==> src/rtl/alu_pkg.sv <==
// Shared definitions for the ALU self-test: opcodes, LFSR taps, FSM encoding, golden model.
// ALU_BIST_SLT_EN adds signed set-less-than (opcode 111) to the exercised op sequence.
package alu_pkg;

  localparam logic [2:0] OP_AND = 3'b000;
  localparam logic [2:0] OP_OR  = 3'b001;
  localparam logic [2:0] OP_ADD = 3'b010;
  localparam logic [2:0] OP_SUB = 3'b110;
  localparam logic [2:0] OP_SLT = 3'b111;

  localparam logic [31:0] LFSR_TAPS = 32'h80200003;

`ifdef ALU_BIST_SLT_EN
  localparam int OP_SEQ_LEN = 5;
`else
  localparam int OP_SEQ_LEN = 4;
`endif

  typedef enum logic [2:0] {
    ST_IDLE,
    ST_GEN_A,
    ST_GEN_B,
    ST_SETTLE,
    ST_CHECK,
    ST_DONE
  } state_e;

  // Right-shifting Galois form: feedback applied when the bit shifted out is 1.
  function automatic logic [31:0] lfsr_step(input logic [31:0] s);
    return {1'b0, s[31:1]} ^ (s[0] ? LFSR_TAPS : 32'h0);
  endfunction

  function automatic logic [2:0] op_at(input logic [2:0] idx);
    logic [2:0] op;
    case (idx)
      3'd0:    op = OP_AND;
      3'd1:    op = OP_OR;
      3'd2:    op = OP_ADD;
      3'd3:    op = OP_SUB;
`ifdef ALU_BIST_SLT_EN
      3'd4:    op = OP_SLT;
`endif
      default: op = OP_AND;
    endcase
    return op;
  endfunction

  function automatic logic [31:0] alu_expect(input logic [31:0] a, input logic [31:0] b,
                                             input logic [2:0] op);
    logic [31:0] z;
    case (op)
      OP_AND:  z = a & b;
      OP_OR:   z = a | b;
      OP_ADD:  z = a + b;
      OP_SUB:  z = a - b;
`ifdef ALU_BIST_SLT_EN
      OP_SLT:  z = {31'b0, $signed(a) < $signed(b)};
`endif
      default: z = 32'h0;
    endcase
    return z;
  endfunction

endpackage

==> src/rtl/bist_lfsr32.sv <==
// 32-bit Galois LFSR operand source; one step per enabled cycle, reseed has priority.
// Exposes the value the register takes on an enabled step so the caller can latch it in the same edge.
module bist_lfsr32
  import alu_pkg::*;
#(
  parameter logic [31:0] SEED = 32'hACE12468
) (
  input  logic        clk,
  input  logic        rst,
  input  logic        en,
  input  logic        reseed,
  output logic [31:0] state_nxt
);

  // An all-zero seed would lock the LFSR, so it is replaced by 1.
  localparam logic [31:0] SEED_EFF = (SEED == 32'h0) ? 32'h00000001 : SEED;

  logic [31:0] state_q;
  logic [31:0] state_d;

  assign state_nxt = lfsr_step(state_q);

  always_comb begin
    state_d = state_q;
    if (reseed) begin
      state_d = SEED_EFF;
    end else if (en) begin
      state_d = state_nxt;
    end
  end

  always_ff @(posedge clk or posedge rst) begin
    if (rst) begin
      state_q <= SEED_EFF;
    end else begin
      state_q <= state_d;
    end
  end

endmodule

==> src/rtl/alu_bist.sv <==
// Built-in self-test controller driving a 32-bit ALU with LFSR operands and checking its result.
// One vector costs 3+SETTLE cycles; ALU_BIST_SLT_EN extends the op sequence with signed SLT.
module alu_bist
  import alu_pkg::*;
#(
  parameter int          N_VEC  = 16,
  parameter int          SETTLE = 1,
  parameter logic [31:0] SEED   = 32'hACE12468
) (
  input  logic        clk,
  input  logic        reset,
  input  logic        start,
  output logic [31:0] alu_a,
  output logic [31:0] alu_b,
  output logic [2:0]  alu_op,
  input  logic [31:0] alu_z,
  input  logic        alu_ex,
  output logic        busy,
  output logic        done,
  output logic        pass,
  output logic [15:0] vec_cnt,
  output logic [15:0] fail_cnt
);

  localparam logic [16:0] N_VEC_W   = 17'(N_VEC);
  localparam logic [3:0]  SETTLE_W  = 4'(SETTLE);
  localparam logic [2:0]  LAST_IDX  = 3'(OP_SEQ_LEN - 1);

  state_e      state_q, state_d;
  logic [31:0] alu_a_q, alu_a_d;
  logic [31:0] alu_b_q, alu_b_d;
  logic [2:0]  alu_op_q, alu_op_d;
  logic [15:0] vec_cnt_q, vec_cnt_d;
  logic [15:0] fail_cnt_q, fail_cnt_d;
  logic [3:0]  settle_q, settle_d;
  logic [2:0]  op_idx_q, op_idx_d;

  logic        lfsr_en;
  logic        lfsr_reseed;
  logic [31:0] lfsr_nxt;
  logic [31:0] exp_z;
  logic        exp_ex;
  logic        mismatch;

  bist_lfsr32 #(
    .SEED(SEED)
  ) u_lfsr (
    .clk      (clk),
    .rst      (reset),
    .en       (lfsr_en),
    .reseed   (lfsr_reseed),
    .state_nxt(lfsr_nxt)
  );

  always_comb begin
    state_d     = state_q;
    alu_a_d     = alu_a_q;
    alu_b_d     = alu_b_q;
    alu_op_d    = alu_op_q;
    vec_cnt_d   = vec_cnt_q;
    fail_cnt_d  = fail_cnt_q;
    settle_d    = settle_q;
    op_idx_d    = op_idx_q;
    lfsr_en     = 1'b0;
    lfsr_reseed = 1'b0;

    exp_z    = alu_expect(alu_a_q, alu_b_q, alu_op_q);
    exp_ex   = (exp_z == 32'h0);
    mismatch = (alu_z != exp_z) || (alu_ex != exp_ex);

    case (state_q)
      ST_IDLE, ST_DONE: begin
        if (start) begin
          state_d     = ST_GEN_A;
          vec_cnt_d   = 16'h0;
          fail_cnt_d  = 16'h0;
          op_idx_d    = 3'd0;
          lfsr_reseed = 1'b1;
        end
      end
      ST_GEN_A: begin
        alu_a_d = lfsr_nxt;
        lfsr_en = 1'b1;
        state_d = ST_GEN_B;
      end
      ST_GEN_B: begin
        alu_b_d  = lfsr_nxt;
        lfsr_en  = 1'b1;
        alu_op_d = op_at(op_idx_q);
        settle_d = SETTLE_W;
        state_d  = ST_SETTLE;
      end
      ST_SETTLE: begin
        if (settle_q <= 4'd1) begin
          state_d = ST_CHECK;
        end else begin
          settle_d = settle_q - 4'd1;
        end
      end
      ST_CHECK: begin
        vec_cnt_d = vec_cnt_q + 16'd1;
        if (mismatch) begin
          fail_cnt_d = fail_cnt_q + 16'd1;
        end
        op_idx_d = (op_idx_q == LAST_IDX) ? 3'd0 : op_idx_q + 3'd1;
        state_d  = (({1'b0, vec_cnt_q} + 17'd1) < N_VEC_W) ? ST_GEN_A : ST_DONE;
      end
      default: state_d = ST_IDLE;
    endcase
  end

  always_ff @(posedge clk or posedge reset) begin
    if (reset) begin
      state_q    <= ST_IDLE;
      alu_a_q    <= 32'h0;
      alu_b_q    <= 32'h0;
      alu_op_q   <= OP_AND;
      vec_cnt_q  <= 16'h0;
      fail_cnt_q <= 16'h0;
      settle_q   <= 4'h0;
      op_idx_q   <= 3'd0;
    end else begin
      state_q    <= state_d;
      alu_a_q    <= alu_a_d;
      alu_b_q    <= alu_b_d;
      alu_op_q   <= alu_op_d;
      vec_cnt_q  <= vec_cnt_d;
      fail_cnt_q <= fail_cnt_d;
      settle_q   <= settle_d;
      op_idx_q   <= op_idx_d;
    end
  end

  assign alu_a    = alu_a_q;
  assign alu_b    = alu_b_q;
  assign alu_op   = alu_op_q;
  assign vec_cnt  = vec_cnt_q;
  assign fail_cnt = fail_cnt_q;
  assign busy     = (state_q != ST_IDLE) && (state_q != ST_DONE);
  assign done     = (state_q == ST_DONE);
  assign pass     = done && (fail_cnt_q == 16'h0);

endmodule

==> config.mk <==
export PLATFORM = sky130hd
export DESIGN_NAME = alu_bist
export DESIGN_NICKNAME = d
export VERILOG_FILES = /design/src/rtl/alu_pkg.sv /design/src/rtl/bist_lfsr32.sv /design/src/rtl/alu_bist.sv
export SDC_FILE = /design/constraint.sdc
export NUM_CORES = 1
export LEC_CHECK = 0
export CORE_MARGIN = 8
export CORE_UTILIZATION = 45
export CTS_CLUSTER_DIAMETER = 150
export DETAILED_ROUTE_END_ITERATION = 16
export DONT_BUFFER_PORTS = 1
export SYNTH_ARGS = -nofsm -noshare
export SYNTH_HDL_FRONTEND = slang
export SYNTH_SLANG_ARGS = --single-unit
==> constraint.sdc <==
create_clock -name clk -period 9.4 [get_ports clk]
set_input_delay 1.41 -clock clk [delete_from_list [all_inputs] [get_ports clk]]
set_output_delay 1.41 -clock clk [all_outputs]
set_load 0.01 [all_outputs]
# After elaboration in Yosys (flattened, before gate mapping)
# Cells that the tools add are included.
[totals]
reg_bits = 141
input_bits = 36
out_inout_bits = 102
word_cells = 77
[classes]
n_addsub = 7
order_cmp = 2
eq_ne = 18
muxes = 21
bitwise = 3
n_reduce_logical = 17
[ops]
columns = ["cell", "count"]
rows = [
  ["32-bit case mux with 4 select lines", 1],
  ["32-bit two-way mux", 3],
  ["16-bit case mux with 2 select lines", 2],
  ["16-bit by 1-bit adder with 16-bit output, second input constant", 2],
  ["32-bit adder", 1],
  ["32-bit AND", 1],
  ["32-bit logical NOT", 1],
  ["16-bit two-way mux", 2],
  ["32-bit inequality test", 1],
  ["32-bit bitwise OR", 1],
  ["32-bit subtractor", 1],
  ["31-bit by 32-bit bitwise XOR with 32-bit output", 1],
  ["16-bit by 1-bit adder with 17-bit output, second input constant", 1],
  ["17-bit by 5-bit < comparator with 1-bit output, second input constant", 1],
  ["16-bit logical NOT", 1],
  ["3-bit by 2-bit == test with 1-bit output, second input constant", 5],
  ["3-bit two-way mux", 5],
  ["3-bit case mux with 5 select lines", 1],
  ["3-bit by 1-bit == test with 1-bit output, second input constant", 3],
  ["3-bit == test, second input constant", 3],
  ["3-bit case mux with 3 select lines", 1],
  ["2-bit inequality test, second input constant", 4],
  ["4-bit case mux with 2 select lines", 1],
  ["3-bit logical NOT", 2],
  ["15 further kinds", 23],
]

# Longest topological paths before layout
# Gate-level depths: netlist (run 1).
[logic_depth]
depth_word = 7
ltp_mapped = 25
depth_no_buf = 20

# By module
# Synthesis (run 1) repeated with hierarchy kept, for this count alone.
[hier_totals]
hier_cells = 1398
area_unflattened_um2 = 11466.0
[modules_own_cells]
columns = ["mod", "n_inst", "cells_each", "area_per_inst_um2", "seq_area_each_um2"]
rows = [
  ["alu_bist", 1, 1258, 9840.7, 2727.6],
  ["bist_lfsr32", 1, 140, 1625.3, 817.0],
]

# Worst setup path before layout (run 1)
# No wires, ideal clock.
[synth_path]
path_kind = "flip-flop to flip-flop"
startpoint = "reg alu_b_q[3] (netlist: alu_b[3])"
endpoint = "reg fail_cnt_q[12] (netlist: fail_cnt[12])"
setup_time_ns = 0.079
arrival_time_ns = 5.680
t_required_ns = 9.321
path_slack_ns = 3.641
path_stages_with_launch = 24
n_path_buf = 4
synth_period_minus_slack_ns = 5.759
path_cell_list = "dfrtp_1 > clkbuf_1 > nor4_2 > and3_1 > clkbuf_1 > inv_1 > or4b_2 > nor2_1 > a21oi_1 > xnor2_1 > ha_1 > clkbuf_1 > nand2_1 > or4_1 > o21ai_0 > a21oi_1 > mux2_2 > o211ai_1 > or4_1 > nor4_2 > a2111oi_2 > buf_2 > or4_1 > a21oi_1"
[synth_via]
elab_chain_len = 7
[synth_rtl]
columns = ["element", "line", "text"]
rows = [
  ["from (decl)", "alu_bist.sv:31", "logic [31:0] alu_b_q, alu_b_d;"],
  ["from (signal assigned)", "alu_bist.sv:125", "alu_b_q <= alu_b_d;"],
  ["32-bit subtractor, or another cell as far along", "alu_pkg.sv:55", "OP_SUB: z = a - b;"],
  ["32-bit case mux with 4 select lines (*)", "alu_pkg.sv:51", "case (op)"],
  ["32-bit logical NOT", "alu_bist.sv:68", "exp_ex = (exp_z == 32'h0);"],
  ["1-bit inequality test", "alu_bist.sv:69", "mismatch = (alu_z != exp_z) || (alu_ex != exp_ex);"],
  ["1-bit logical OR (*)", "alu_bist.sv:69", ""],
  ["2-bit inequality test (no source line) (*)", "n/a", ""],
  ["3-bit AND reduction (no source line) (*)", "n/a", ""],
  ["to (signal assigned)", "alu_bist.sv:128", "fail_cnt_q <= fail_cnt_d;"],
  ["to (decl)", "alu_bist.sv:34", "logic [15:0] fail_cnt_q, fail_cnt_d;"],
]
# Every way passes the cells marked *; elsewhere a longest branch is shown, timed or not.
# A chain may end at the register's enable or synchronous reset.

# Worst setup path in the final report (run 1)
[layout_path]
startpoint = "reg alu_op_q[1] (netlist: alu_op[1])"
endpoint = "reg fail_cnt_q[3] (netlist: fail_cnt[3])"
[layout_via]
elab_chain_len = 7
[layout_rtl]
columns = ["element", "line", "text"]
rows = [
  ["from (decl)", "alu_bist.sv:32", "logic [2:0] alu_op_q, alu_op_d;"],
  ["from (signal assigned)", "alu_bist.sv:126", "alu_op_q <= alu_op_d;"],
  ["3-bit == test, or another cell as far along", "alu_pkg.sv:51", ""],
  ["32-bit case mux with 4 select lines (*)", "alu_pkg.sv:51", ""],
  ["32-bit logical NOT", "alu_bist.sv:68", ""],
  ["1-bit inequality test", "alu_bist.sv:69", ""],
  ["1-bit logical OR (*)", "alu_bist.sv:69", ""],
  ["2-bit inequality test (no source line) (*)", "n/a", ""],
  ["3-bit AND reduction (no source line) (*)", "n/a", ""],
]
# Marks and branches as above.

==> metrics.log, run 1 <==
INFO  metric cts-root-to-sink-buffers = 2
INFO  metric wirelength = 40.7 mm
INFO  metric clkSlewWorstSetupHoldPaths = 0.06 ns
INFO  metric worst-slew-pin-transition = 1.09 ns
INFO  metric number_of_antenna_violations_at_the_first_check_in_global_routing = 1
INFO  metric setup.worst_path.end_class = flop
INFO  metric hold-path-cell-count = 1
INFO  metric rsz0062_at_grt = false
INFO  metric postLayoutCellArea = 0.0120 mm²
INFO  metric met1_resource_use_gr = 33.3%
INFO  metric layout.nets = 1455
INFO  metric min_to = alu_op[1]$_DFFE_PP0P_
INFO  metric floorplan.die.height = 174 µm
INFO  metric crit_path_max_fanout = 29
INFO  metric cellLeakagePower = 5.09 nW
INFO  metric synth.yosys.warnings = 0
INFO  metric drt_pre_antenna_iters = 6
INFO  metric internal_power = 2.33 mW
INFO  metric gr-usage-all-layers = 26.3%
INFO  metric timing.critical_path.from = alu_op[1]$_DFFE_PP0P_
INFO  metric clk-insertion-delay-late = 0.42 ns
INFO  metric timing.critical_path.max_delay_family = compound AO/OA/AOI/OAI gates
INFO  metric share_of_the_clock_period_used_by_the_worst_path_after_layout = 73.9%
INFO  metric cts_hold_buffers = 0
INFO  metric hold_viol_final = 0
INFO  metric synth_seq_area_share = 31.7%
INFO  metric sum_neg_setup_slack = 0 ns
INFO  metric power.ir.vdd_worst = 0.000223 V
INFO  metric vias = 10.9k
INFO  metric share_of_flip_flops_with_an_asynchronous_set_or_reset_after_synthesis = 100%
INFO  metric timing.rr.start = alu_op[1]$_DFFE_PP0P_
INFO  metric clock_power_share = 14.1%
INFO  metric outcome = finished clean
INFO  metric design.portCount = 138
INFO  metric timing.critical_path.arrival = 7.27 ns
INFO  metric cts.htree.levels = 4
INFO  metric postLayoutSetupSlackWorst = 2.46 ns
INFO  metric final_layout_size_suffix_gt1_share = 9.58%
INFO  metric cts.sinks = 141
INFO  metric switching_share = 53.3%
INFO  metric grt_pass1_wl = 63.3 mm
INFO  metric final_period_minus_worst_setup_slack = 6.94 ns
INFO  metric power_switching = 2.66 mW
INFO  metric sequentialPowerShare = 26.2%
INFO  metric number_of_placement_rows = 57
INFO  metric worstSetupPathType = reg2reg
INFO  metric start_kind = flop
INFO  metric grtUsageMet3 = 6.49%
INFO  metric rr_endpoint = fail_cnt[3]$_DFFE_PP0P_
INFO  metric relative_contribution_of_combinational_cells_to_total_power = 59.7%
INFO  metric synth_enable_flop_cells = 0
INFO  metric post_cts.resized_instances = 0
INFO  metric critical-path-slowest-cell = dfrtp_1
INFO  metric tritoncts = done
INFO  metric number_of_input_and_output_port_buffers_inserted = 0
INFO  metric grt.overflow.total = 0
INFO  metric final-setup-viol-count = 0
INFO  metric crit_path_max_incr_delay = 0.84 ns
INFO  metric r2r.worst_path.cells = 18
INFO  metric drv.max_cap_violation_count = 0
INFO  metric gp_routability_congestion = 1.01
INFO  metric place_hpwl = 31.3 mm
INFO  metric postCtsSetupRepairBufs = 0
INFO  metric timing.slew.headroom = 27.0%
INFO  metric top_usage_layer = met2
INFO  metric floorplan.die_area = 0.0302 mm²
INFO  metric grt.met2_usage = 42.6%
INFO  metric yosys_most_used_dff = dfrtp_1
INFO  metric power_per_cell_area = 415 mW/mm²
INFO  metric layout-area-overhead-vs-synth = 7.30%
INFO  metric cp_cell_sequence = nor2b_2 > nand2_1 > o21ai_0 > xor2_1 > ha_1 > nand2_1 > o21ai_0 > a21oi_1 > and3_1 > or4_1 > nor4_1 > o211ai_1 > o41ai_2 > a21boi_1 > a2111oi_4 > buf_4 > o311ai_0 > o31ai_1
INFO  metric min_from = op_idx_q[2]$_DFFE_PP0P_
INFO  metric rrSetupSlack = 2.46 ns
INFO  metric dr.first_iter.drc_count = 975
INFO  metric fillcell_total = 2434
INFO  metric ant_nets = 0
INFO  metric synth_cell_type_count = 87
INFO  metric clock_tree.root_cell = clkbuf_16
INFO  metric postSynthNetCount = 1504
INFO  metric detail_routed_net_length_per_standard_cell = 23.7 µm
INFO  metric synth_seq_cells = 141
INFO  metric finClkSkew = 0.0102 ns
INFO  metric cts_inserted_buffers = 17
INFO  metric placement.cell_area = 0.0114 mm²
INFO  metric start_util = 45.9%
INFO  metric final_max_slew_viol_count = 0
INFO  metric vias_per_cell = 6.33
INFO  metric average_cell_area_after_synthesis = 7.86 µm²
INFO  metric required = 9.73 ns
INFO  metric grt_start_max_net_pins = 93
INFO  metric netlist_area = 0.0112 mm²
INFO  metric dp_worst_setup_slack = 2.56 ns
INFO  metric holdCritPathClass = reg2reg
INFO  metric dieWidth = 174 µm
INFO  metric max_freq = 144 MHz
INFO  metric crit_buf_inv = 1
INFO  metric via_count_of_the_first_global_routing_pass = 10.4k
INFO  metric core_area = 0.0244 mm²
INFO  metric post-route-drc-count = 0
INFO  metric netlist_instances = 1425
## cells in the mapped netlist (14+ instances only)
cell | instances | area [µm²]
a21oi_1 | 100 | 500
and3_1 | 20 | 125
clkbuf_1 | 58 | 218
dfrtp_1 | 128 | 3200
ha_1 | 42 | 526
inv_1 | 28 | 105
maj3_1 | 23 | 230
mux2_2 | 33 | 372
nand2_1 | 282 | 1060
nand2b_1 | 14 | 87.6
nand3_1 | 48 | 240
nand4_1 | 26 | 163
nor2_1 | 115 | 432
nor3_1 | 23 | 115
nor4_1 | 18 | 113
o21ai_0 | 93 | 465
o31ai_1 | 17 | 128
or3_1 | 14 | 87.6
or4_1 | 20 | 150
xnor2_1 | 35 | 307
xor2_1 | 30 | 263
## power by group through the flow
| stage | combinational (mW) | sequential, mW | clock, mW |
|---|---|---|---|
| 3_5_place_dp | 2.90 | 1.32 | 0 |
| 4_1_cts | 2.92 | 1.31 | 0.719 |
| 5_1_grt | 3.24 | 1.34 | 0.743 |
| 2_1_floorplan | 2.21 | 1.10 | 0 |
| 3_3_place_gp | 2.92 | 1.31 | 0 |
| 6_report | 2.98 | 1.31 | 0.703 |
## kinds of logic after synthesis
family          synth area share, %
fa+ha+maj                      7.13
xor+xnor                       5.08
simple gates                   26.9
compound gates                 20.3
buf+inv                        4.27
flops                          31.7
mux                            4.68
## through the flow
| stage | power, mW | instances | util, % | hold slack (ns) |
|---|---|---|---|---|
| after detailed placement | 4.22 | 1681 | 46.7 | 0.491 |
| final | 4.99 | 1714 | 49.3 | 0.496 |
| after global placement | 4.23 | 1681 | 46.7 | 0.481 |
| after CTS | 4.94 | 1713 | 49.2 | 0.499 |
| after floorplan | 3.31 | 1425 | - | 0.458 |
| after global routing | 5.32 | 1713 | 49.2 | 0.515 |
## flip-flops by register name, indices dropped and copies added (netlist names)
name and count:
alu_op 3, op_idx_q 3, state_q 3, alu_b 32, alu_a 32, u_lfsr.state_q 32, settle_q 4, vec_cnt 16
fail_cnt 16
## cell usage in the layout, fill, tap and decap left out, types with 17 or more instances in the layout
cell / synthesis / routed
mux2_2: 33 / 33
o21ai_0: 93 / 93
xnor2_1: 35 / 35
dfrtp_1: 128 / 127
ha_1: 42 / 42
buf_4: 2 / 17
nand4_1: 26 / 26
nor3_1: 23 / 23
clkbuf_16: 0 / 17
maj3_1: 23 / 23
inv_1: 28 / 27
and3_1: 20 / 20
nand3_1: 48 / 48
nor2_1: 115 / 112
or4_1: 20 / 20
o31ai_1: 17 / 17
nand2_1: 282 / 282
a21oi_1: 100 / 100
xor2_1: 30 / 30
nor4_1: 18 / 18
## final cells by class
class,count,area [µm²],area share [%]
Clock inverter,15,195,1.62
Timing Repair Buffer,17,128,1.06
Clock buffer,17,425,3.54
Multi-Input combinational cell,1171,7200,59.9
Sequential cell,141,3550,29.5
Tap cell,324,405,3.37
Inverter,28,110,0.916
Antenna cell,1,2.50,0.0208
## worst reg2reg max path: cells and delay by family, from the launching register on
| kind | cells | cell delay, ns |
|---|---|---|
| AO/OA/AOI/OAI | 9 | 2.94 |
| AND/OR/NAND/NOR | 6 | 2.12 |
| adder cells (fa/ha/maj) | 1 | 0.48 |
| flip-flops | 1 | 0.84 |
| buffers and inverters | 1 | 0.36 |
| XOR/XNOR | 1 | 0.12 |
## worst max-delay path by stage
stage,cells after the start,endpoint,slack (ns)
2_1_floorplan,23,fail_cnt[12]$_DFFE_PP0P_,3.64
3_3_place_gp,18,fail_cnt[0]$_DFFE_PP0P_,2.56
3_5_place_dp,18,fail_cnt[0]$_DFFE_PP0P_,2.56
4_1_cts,18,fail_cnt[0]$_DFFE_PP0P_,2.55
5_1_grt,18,fail_cnt[1]$_DFFE_PP0P_,2.05
6_report,18,fail_cnt[3]$_DFFE_PP0P_,2.46
## per-layer routing
layer	routed length, µm	share of wire (%)	vias to the layer above
met2	19100	47	474
met4	1330	3.3	0
met3	3450	8.5	90
met1	16800	41	5229
li1	-	-	5062
met5	0	0	-
Power figures use the tool's default switching activity.
==> run 2, diff against run 1 <==
Clock period 9.4 ns to 7 ns, I/O delays scaled along.
==> metrics.log, run 2 (synthesized netlist as in run 1, its figures left out) <==
INFO  metric grt.overflow.total = 0 (unchanged)
INFO  metric layout-area-overhead-vs-synth = 7.33% (about the same)
INFO  metric start_util = 45.9% (unchanged)
INFO  metric number_of_input_and_output_port_buffers_inserted = 0 (unchanged)
INFO  metric postCtsSetupRepairBufs = 0 (unchanged)
INFO  metric cts.sinks = 141 (unchanged)
INFO  metric worst-slew-pin-transition = 1.09 ns (+0.00263 ns)
INFO  metric layout.cells.most_common = nand2_1
INFO  metric grt.met2_usage = 40.5% (-2.1 points)
INFO  metric design.portCount = 138 (unchanged)
INFO  metric power_per_cell_area = 551 mW/mm² (+33%)
INFO  metric grtUsageMet3 = 4.23% (-2.3 points)
INFO  metric floorplan.die.height = 174 µm (unchanged)
INFO  metric clk-insertion-delay-late = 0.42 ns (about the same)
INFO  metric max_freq = 154 MHz (+6.7%)
INFO  metric diodes = 0 (-1)
INFO  metric tritoncts = done
INFO  metric crit_path_frequent_cell = nand4_1
INFO  metric cts_hold_buffers = 0 (unchanged)
INFO  metric hold_viol_final = 0 (unchanged)
INFO  metric finalHoldWorstSlack = 0.504 ns (+0.00827 ns)
INFO  metric final-setup-viol-count = 0 (unchanged)
INFO  metric core_area = 0.0244 mm² (unchanged)
INFO  metric grt_pass1_wl = 61.7 mm (-2.5%)
INFO  metric start_kind = flop
INFO  metric dp_worst_setup_slack = 0.522 ns (-2.04 ns)
INFO  metric post_cts.resized_instances = 0 (unchanged)
INFO  metric holdCritPathClass = reg2reg
INFO  metric cts-root-to-sink-buffers = 2 (unchanged)
INFO  metric grt_start_max_net_pins = 76 (-18%)
INFO  metric final_period_minus_worst_setup_slack = 6.51 ns (-0.439 ns)
INFO  metric mostFrequentLayoutCells = nand2_1, dfrtp_1, nor2_1
INFO  metric drv.max_cap_violation_count = 0 (unchanged)
INFO  metric number_of_placement_rows = 57 (unchanged)
INFO  metric rsz0062_at_grt = false
INFO  metric place_hpwl = 30.6 mm (-2.1%)
INFO  metric dieWidth = 174 µm (unchanged)
INFO  metric setup.worst_path.end_class = flop
INFO  metric top_usage_layer = met2
INFO  metric cp_cell_sequence = or4_4 > nor3_2 > or4b_2 > nor2_1 > a21oi_1 > xnor2_1 > ha_1 > a21oi_1 > o21ai_0 > a221oi_1 > nand4_1 > or2_2 > nand4_1 > xnor2_1 > nand4_1 > or4_1 > a2111oi_4 > buf_6 > nand2b_1 > o21ai_0
INFO  metric wirelength = 39.8 mm (-2.0%)
INFO  metric postLayoutSetupSlackWorst = 0.494 ns (-1.96 ns)
INFO  metric dr.first_iter.drc_count = 921 (-5.5%)
INFO  metric outcome = finished clean
INFO  metric timing.critical_path.arrival = 6.79 ns (-0.48 ns)
INFO  metric cts_inserted_buffers = 17 (unchanged)
INFO  metric worstSetupPathType = reg2reg
INFO  metric timing.slew.headroom = 26.8% (-0.18 points)
INFO  metric final_max_slew_viol_count = 0 (unchanged)
INFO  metric crit_path_max_fanout = 29 (unchanged)
INFO  metric cellLeakagePower = 5.10 nW (+0.18%)
INFO  metric finClkSkew = 0.0163 ns (+0.00606 ns)
INFO  metric via_count_of_the_first_global_routing_pass = 10.4k (+0.058%)
INFO  metric layout.nets = 1463 (+0.55%)
INFO  metric drt_pre_antenna_iters = 8 (+2)
INFO  metric final_layout_size_suffix_gt1_share = 10.1% (+0.52 points)
INFO  metric required = 7.28 ns (-2.45 ns)
INFO  metric gr-usage-all-layers = 25.6% (-0.72 points)
INFO  metric cts.htree.levels = 4 (unchanged)
INFO  metric clkSlewWorstSetupHoldPaths = 0.07 ns (about the same)
INFO  metric number_of_antenna_violations_at_the_first_check_in_global_routing = 0 (-1)
INFO  metric ant_nets = 0 (unchanged)
INFO  metric critical-path-slowest-cell = or4b_2
INFO  metric vias = 10.8k (-0.16%)
INFO  metric power.ir.vdd_worst = 0.000296 V (+33%)
INFO  metric met1_resource_use_gr = 33.9% (+0.68 points)
INFO  metric post-route-drc-count = 0 (unchanged)
INFO  metric detail_routed_net_length_per_standard_cell = 23.1 µm (-2.4%)
INFO  metric clock_tree.root_cell = clkbuf_16
INFO  metric share_of_the_clock_period_used_by_the_worst_path_after_layout = 92.9% (+19 points)
INFO  metric crit_path_max_incr_delay = 0.68 ns (-0.16 ns)
INFO  metric gp_routability_congestion = 0.980 (-2.6%)
INFO  metric floorplan.die_area = 0.0302 mm² (unchanged)
INFO  metric sum_neg_setup_slack = 0 ns (unchanged)
INFO  metric vias_per_cell = 6.30 (-0.56%)
## run 2: cell count changes in the layout (fill, tap and decap cells not counted), sizes merged
cell,before,now
bufinv,4,0
inv,30,37
buf,17,25
clkinv,7,3
clkbuf,17,18
diode,1,0
## run 2: critical path, delay by kind of cell (launching register included)
family | cells | cell delay [ns]
compound gates | 6 | 1.44
fa+ha+maj | 1 | 0.45
xor+xnor | 2 | 0.30
buf+inv | 1 | 0.28
flops | 1 | 0.54
simple gates | 10 | 3.33
## run 2: power breakdown
group          internal, mW  switching [mW]
clock                 0.477           0.382
sequential             1.12           0.621
combinational          1.44            2.59
## run 2: layout make-up
type	count	area [µm²]
clock buffer	18	439
clock inverter	14	124
fill	2472	12400
inverter	28	110
multi-input combinational	1171	7200
sequential	141	3550
tap	324	405
timing repair buffer	25	191
## run 2: worst paths after layout
| kind | startpoint | to | slack (ns) | cells past startpoint |
|---|---|---|---|---|
| max | alu_b[6]$_DFFE_PP0P_ | fail_cnt[0]$_DFFE_PP0P_ | 0.49 | 20 |
| min | op_idx_q[2]$_DFFE_PP0P_ | alu_op[1]$_DFFE_PP0P_ | 0.50 | 1 |
| max reg2reg | alu_b[6]$_DFFE_PP0P_ | fail_cnt[0]$_DFFE_PP0P_ | 0.49 | 20 |
| min reg2reg | op_idx_q[2]$_DFFE_PP0P_ | alu_op[1]$_DFFE_PP0P_ | 0.50 | 1 |
| max in group asynchronous | reset | alu_op[0]$_DFFE_PP0P_ | 5.01 | 2 |
| min in group asynchronous | reset | vec_cnt[2]$_DFFE_PP0P_ | 0.57 | 1 |
## run 2: per-stage QoR
stage               util (%)  std cells  area (µm²)  power, mW
floorplan                  -       1425       11200       4.45
global placement        46.9       1689       11500       5.69
finish                  49.3       1721       12000       6.62
CTS                     49.3       1721       12000       6.58
global route            49.3       1721       12000       7.09
detailed placement      46.9       1689       11500       5.69
## run 2: per-layer routing
| metal | wire length [µm] | up-vias |
|---|---|---|
| met4 | 1590 | 0 |
| li1 | - | 5092 |
| met1 | 17100 | 5217 |
| met5 | 0 | - |
| met2 | 18300 | 449 |
| met3 | 2820 | 80 |
==> run 3, diff against run 2 <==
Settings changed: SETUP_SLACK_MARGIN set to 0.15.
==> metrics.log, run 3 (synthesized netlist as in run 1, its figures left out) <==
INFO  metric outcome = finished clean
INFO  metric detail_routed_net_length_per_standard_cell = 23.1 µm (about the same)
INFO  metric start_kind = flop
INFO  metric worst-slew-pin-transition = 1.09 ns (-0.00340 ns)
INFO  metric rrSetupSlack = 0.65 ns (+0.16 ns)
INFO  metric final_cells = 1721 (unchanged)
INFO  metric clock_tree.root_cell = clkbuf_16
INFO  metric cts.htree.levels = 4 (unchanged)
INFO  metric post-route-drc-count = 0 (unchanged)
INFO  metric number_of_antenna_violations_at_the_first_check_in_global_routing = 0 (unchanged)
INFO  metric grt_start_max_net_pins = 76 (unchanged)
INFO  metric rsz0062_at_grt = false
INFO  metric grt_pass1_wl = 61.7 mm (unchanged)
INFO  metric timing.slew.headroom = 27.0% (+0.23 points)
INFO  metric floorplan.die.height = 174 µm (unchanged)
INFO  metric sum_neg_setup_slack = 0 ns (unchanged)
INFO  metric design_power_total = 6.64 mW (+0.25%)
INFO  metric holdCritPathClass = reg2reg
INFO  metric clk-insertion-delay-late = 0.42 ns (about the same)
INFO  metric timing.critical_path.from = alu_b[7]$_DFFE_PP0P_
INFO  metric power_per_cell_area = 552 mW/mm² (about the same)
INFO  metric cts_inserted_buffers = 17 (unchanged)
INFO  metric cts.sinks = 141 (unchanged)
INFO  metric vias = 10.8k (-0.10%)
INFO  metric worstSetupEndpoint = fail_cnt[0]$_DFFE_PP0P_
INFO  metric number_of_placement_rows = 57 (unchanged)
INFO  metric placement.cell_area = 0.0115 mm² (unchanged)
INFO  metric dp_worst_setup_slack = 0.522 ns (unchanged)
INFO  metric final_period_minus_worst_setup_slack = 6.35 ns (-0.157 ns)
INFO  metric clkSlewWorstSetupHoldPaths = 0.06 ns (about the same)
INFO  metric layout-area-overhead-vs-synth = 7.52%
INFO  metric wirelength = 39.8 mm (about the same)
INFO  metric final_max_slew_viol_count = 0 (unchanged)
INFO  metric cellLeakagePower = 5.10 nW (about the same)
INFO  metric rr_endpoint = fail_cnt[0]$_DFFE_PP0P_
INFO  metric cts_hold_buffers = 0 (unchanged)
INFO  metric gr-usage-all-layers = 25.6% (unchanged)
INFO  metric finalHoldWorstSlack = 0.503 ns (-0.00153 ns)
INFO  metric place.detailed.instances = 1689 (unchanged)
INFO  metric drv.max_cap_violation_count = 0 (unchanged)
INFO  metric grt.overflow.total = 0 (unchanged)
INFO  metric floorplan.die_area = 0.0302 mm² (unchanged)
INFO  metric design.portCount = 138 (unchanged)
INFO  metric cts-root-to-sink-buffers = 2 (unchanged)
INFO  metric mostFrequentLayoutCells = nand2_1, dfrtp_1, nor2_1
INFO  metric timing.rr.start = alu_b[7]$_DFFE_PP0P_
INFO  metric timing.critical_path.arrival = 6.64 ns (-0.15 ns)
INFO  metric tritoncts = done
INFO  metric postLayoutCellArea = 0.0120 mm² (+0.18%)
INFO  metric final_layout_size_suffix_gt1_share = 10.2% (+0.14 points)
INFO  metric setup.worst_path.end_class = flop
INFO  metric max_freq = 158 MHz (+2.5%)
INFO  metric layout.nets = 1463 (unchanged)
INFO  metric share_of_the_clock_period_used_by_the_worst_path_after_layout = 90.7% (-2.2 points)
INFO  metric final-setup-viol-count = 0 (unchanged)
INFO  metric crit_path_max_fanout = 29 (unchanged)
INFO  metric required = 7.29 ns (about the same)
INFO  metric hold_viol_final = 0 (unchanged)
INFO  metric final_core_utilization = 49.4% (+0.087 points)
INFO  metric vias_per_cell = 6.29 (-0.10%)
INFO  metric ant_nets = 0 (unchanged)
INFO  metric drt_pre_antenna_iters = 5 (-3)
INFO  metric place_hpwl = 30.6 mm (unchanged)
INFO  metric min_from = op_idx_q[2]$_DFFE_PP0P_
INFO  metric worstSetupPathType = reg2reg
INFO  metric dr.first_iter.drc_count = 1028 (+12%)
INFO  metric core_area = 0.0244 mm² (unchanged)
INFO  metric dieWidth = 174 µm (unchanged)
INFO  metric postLayoutSetupSlackWorst = 0.651 ns (+0.157 ns)
INFO  metric diodes = 0 (unchanged)
INFO  metric layout.cells.most_common = nand2_1
INFO  metric power.ir.vdd_worst = 0.000298 V (+0.75%)
INFO  metric gp_routability_congestion = 0.980 (unchanged)
INFO  metric start_util = 45.9% (unchanged)
INFO  metric finClkSkew = 0.0135 ns (-0.00276 ns)
INFO  metric r2r.worst_path.cells = 20 (unchanged)
INFO  metric number_of_input_and_output_port_buffers_inserted = 0 (unchanged)
INFO  metric via_count_of_the_first_global_routing_pass = 10.4k (unchanged)
==> run 3: changes by cell type in the layout (fill, tap and decap cells not counted) <==
cell	before	now
nor3_2	1	0
dfrtp_1	127	125
nor4_2	3	2
buf_8	0	1
buf_6	1	0
nor4_4	0	1
nor3_4	0	1
dfrtp_2	1	3
==> run 3: final cells by class <==
class                           count  area, µm²
Fill cell                        2474      12400
Multi-Input combinational cell   1171       7220
Sequential cell                   141       3550
Clock buffer                       18        439
Tap cell                          324        405
Timing Repair Buffer               25        195
Clock inverter                     14        124
Inverter                           28        110
==> run 3: how the worst min path moves through the flow <==
stage                                        to  slack [ns]  depth (start not counted)
final                     alu_op[1]$_DFFE_PP0P_        0.50                          1
after floorplan           alu_op[1]$_DFFE_PP0P_        0.46                          1
after global routing      alu_b[15]$_DFFE_PP0P_        0.52                          2
after CTS                 alu_op[1]$_DFFE_PP0P_        0.50                          1
after global placement    alu_op[1]$_DFFE_PP0P_        0.49                          1
after detailed placement  alu_op[1]$_DFFE_PP0P_        0.49                          1
==> run 3: routing by layer <==
| metal | track usage (%) | routed length, µm | vias up |
|---|---|---|---|
| met4 | 11.5 | 1710 | 0 |
| met1 | 33.9 | 17000 | 5200 |
| met5 | 0 | 0 | - |
| met3 | 4.23 | 3000 | 91 |
| met2 | 40.5 | 18100 | 450 |
| li1 | - | - | 5086 |
==> run 3: repair_timing <==
item                       CTS  global route
setup endpoints to repair    0            16
setup buffers                0             0
gates resized for setup      0             6
==> run 3: critical path, stage by stage (launching register included) <==
cell       delay (ns)
dfrtp_1          0.53
or4_4            0.63
nor3_4           0.26
or4b_2           0.67
nor2_1           0.22
a21oi_1          0.11
xnor2_1          0.16
ha_1             0.44
a21oi_1          0.24
o21ai_0          0.19
a221oi_1         0.49
nand4_1          0.13
or2_2            0.29
nand4_1          0.15
xnor2_1          0.14
nand4_1          0.12
or4_1            0.57
a2111oi_4        0.33
buf_8            0.25
nand2b_1         0.18
o21ai_0          0.09
==> run 3: power breakdown <==
part	internal [mW]	switching (mW)	leakage, nW	total (mW)
combinational	1.44	2.59	3.02	4.04
clock	0.477	0.384	0.274	0.861
sequential	1.12	0.623	1.80	1.74
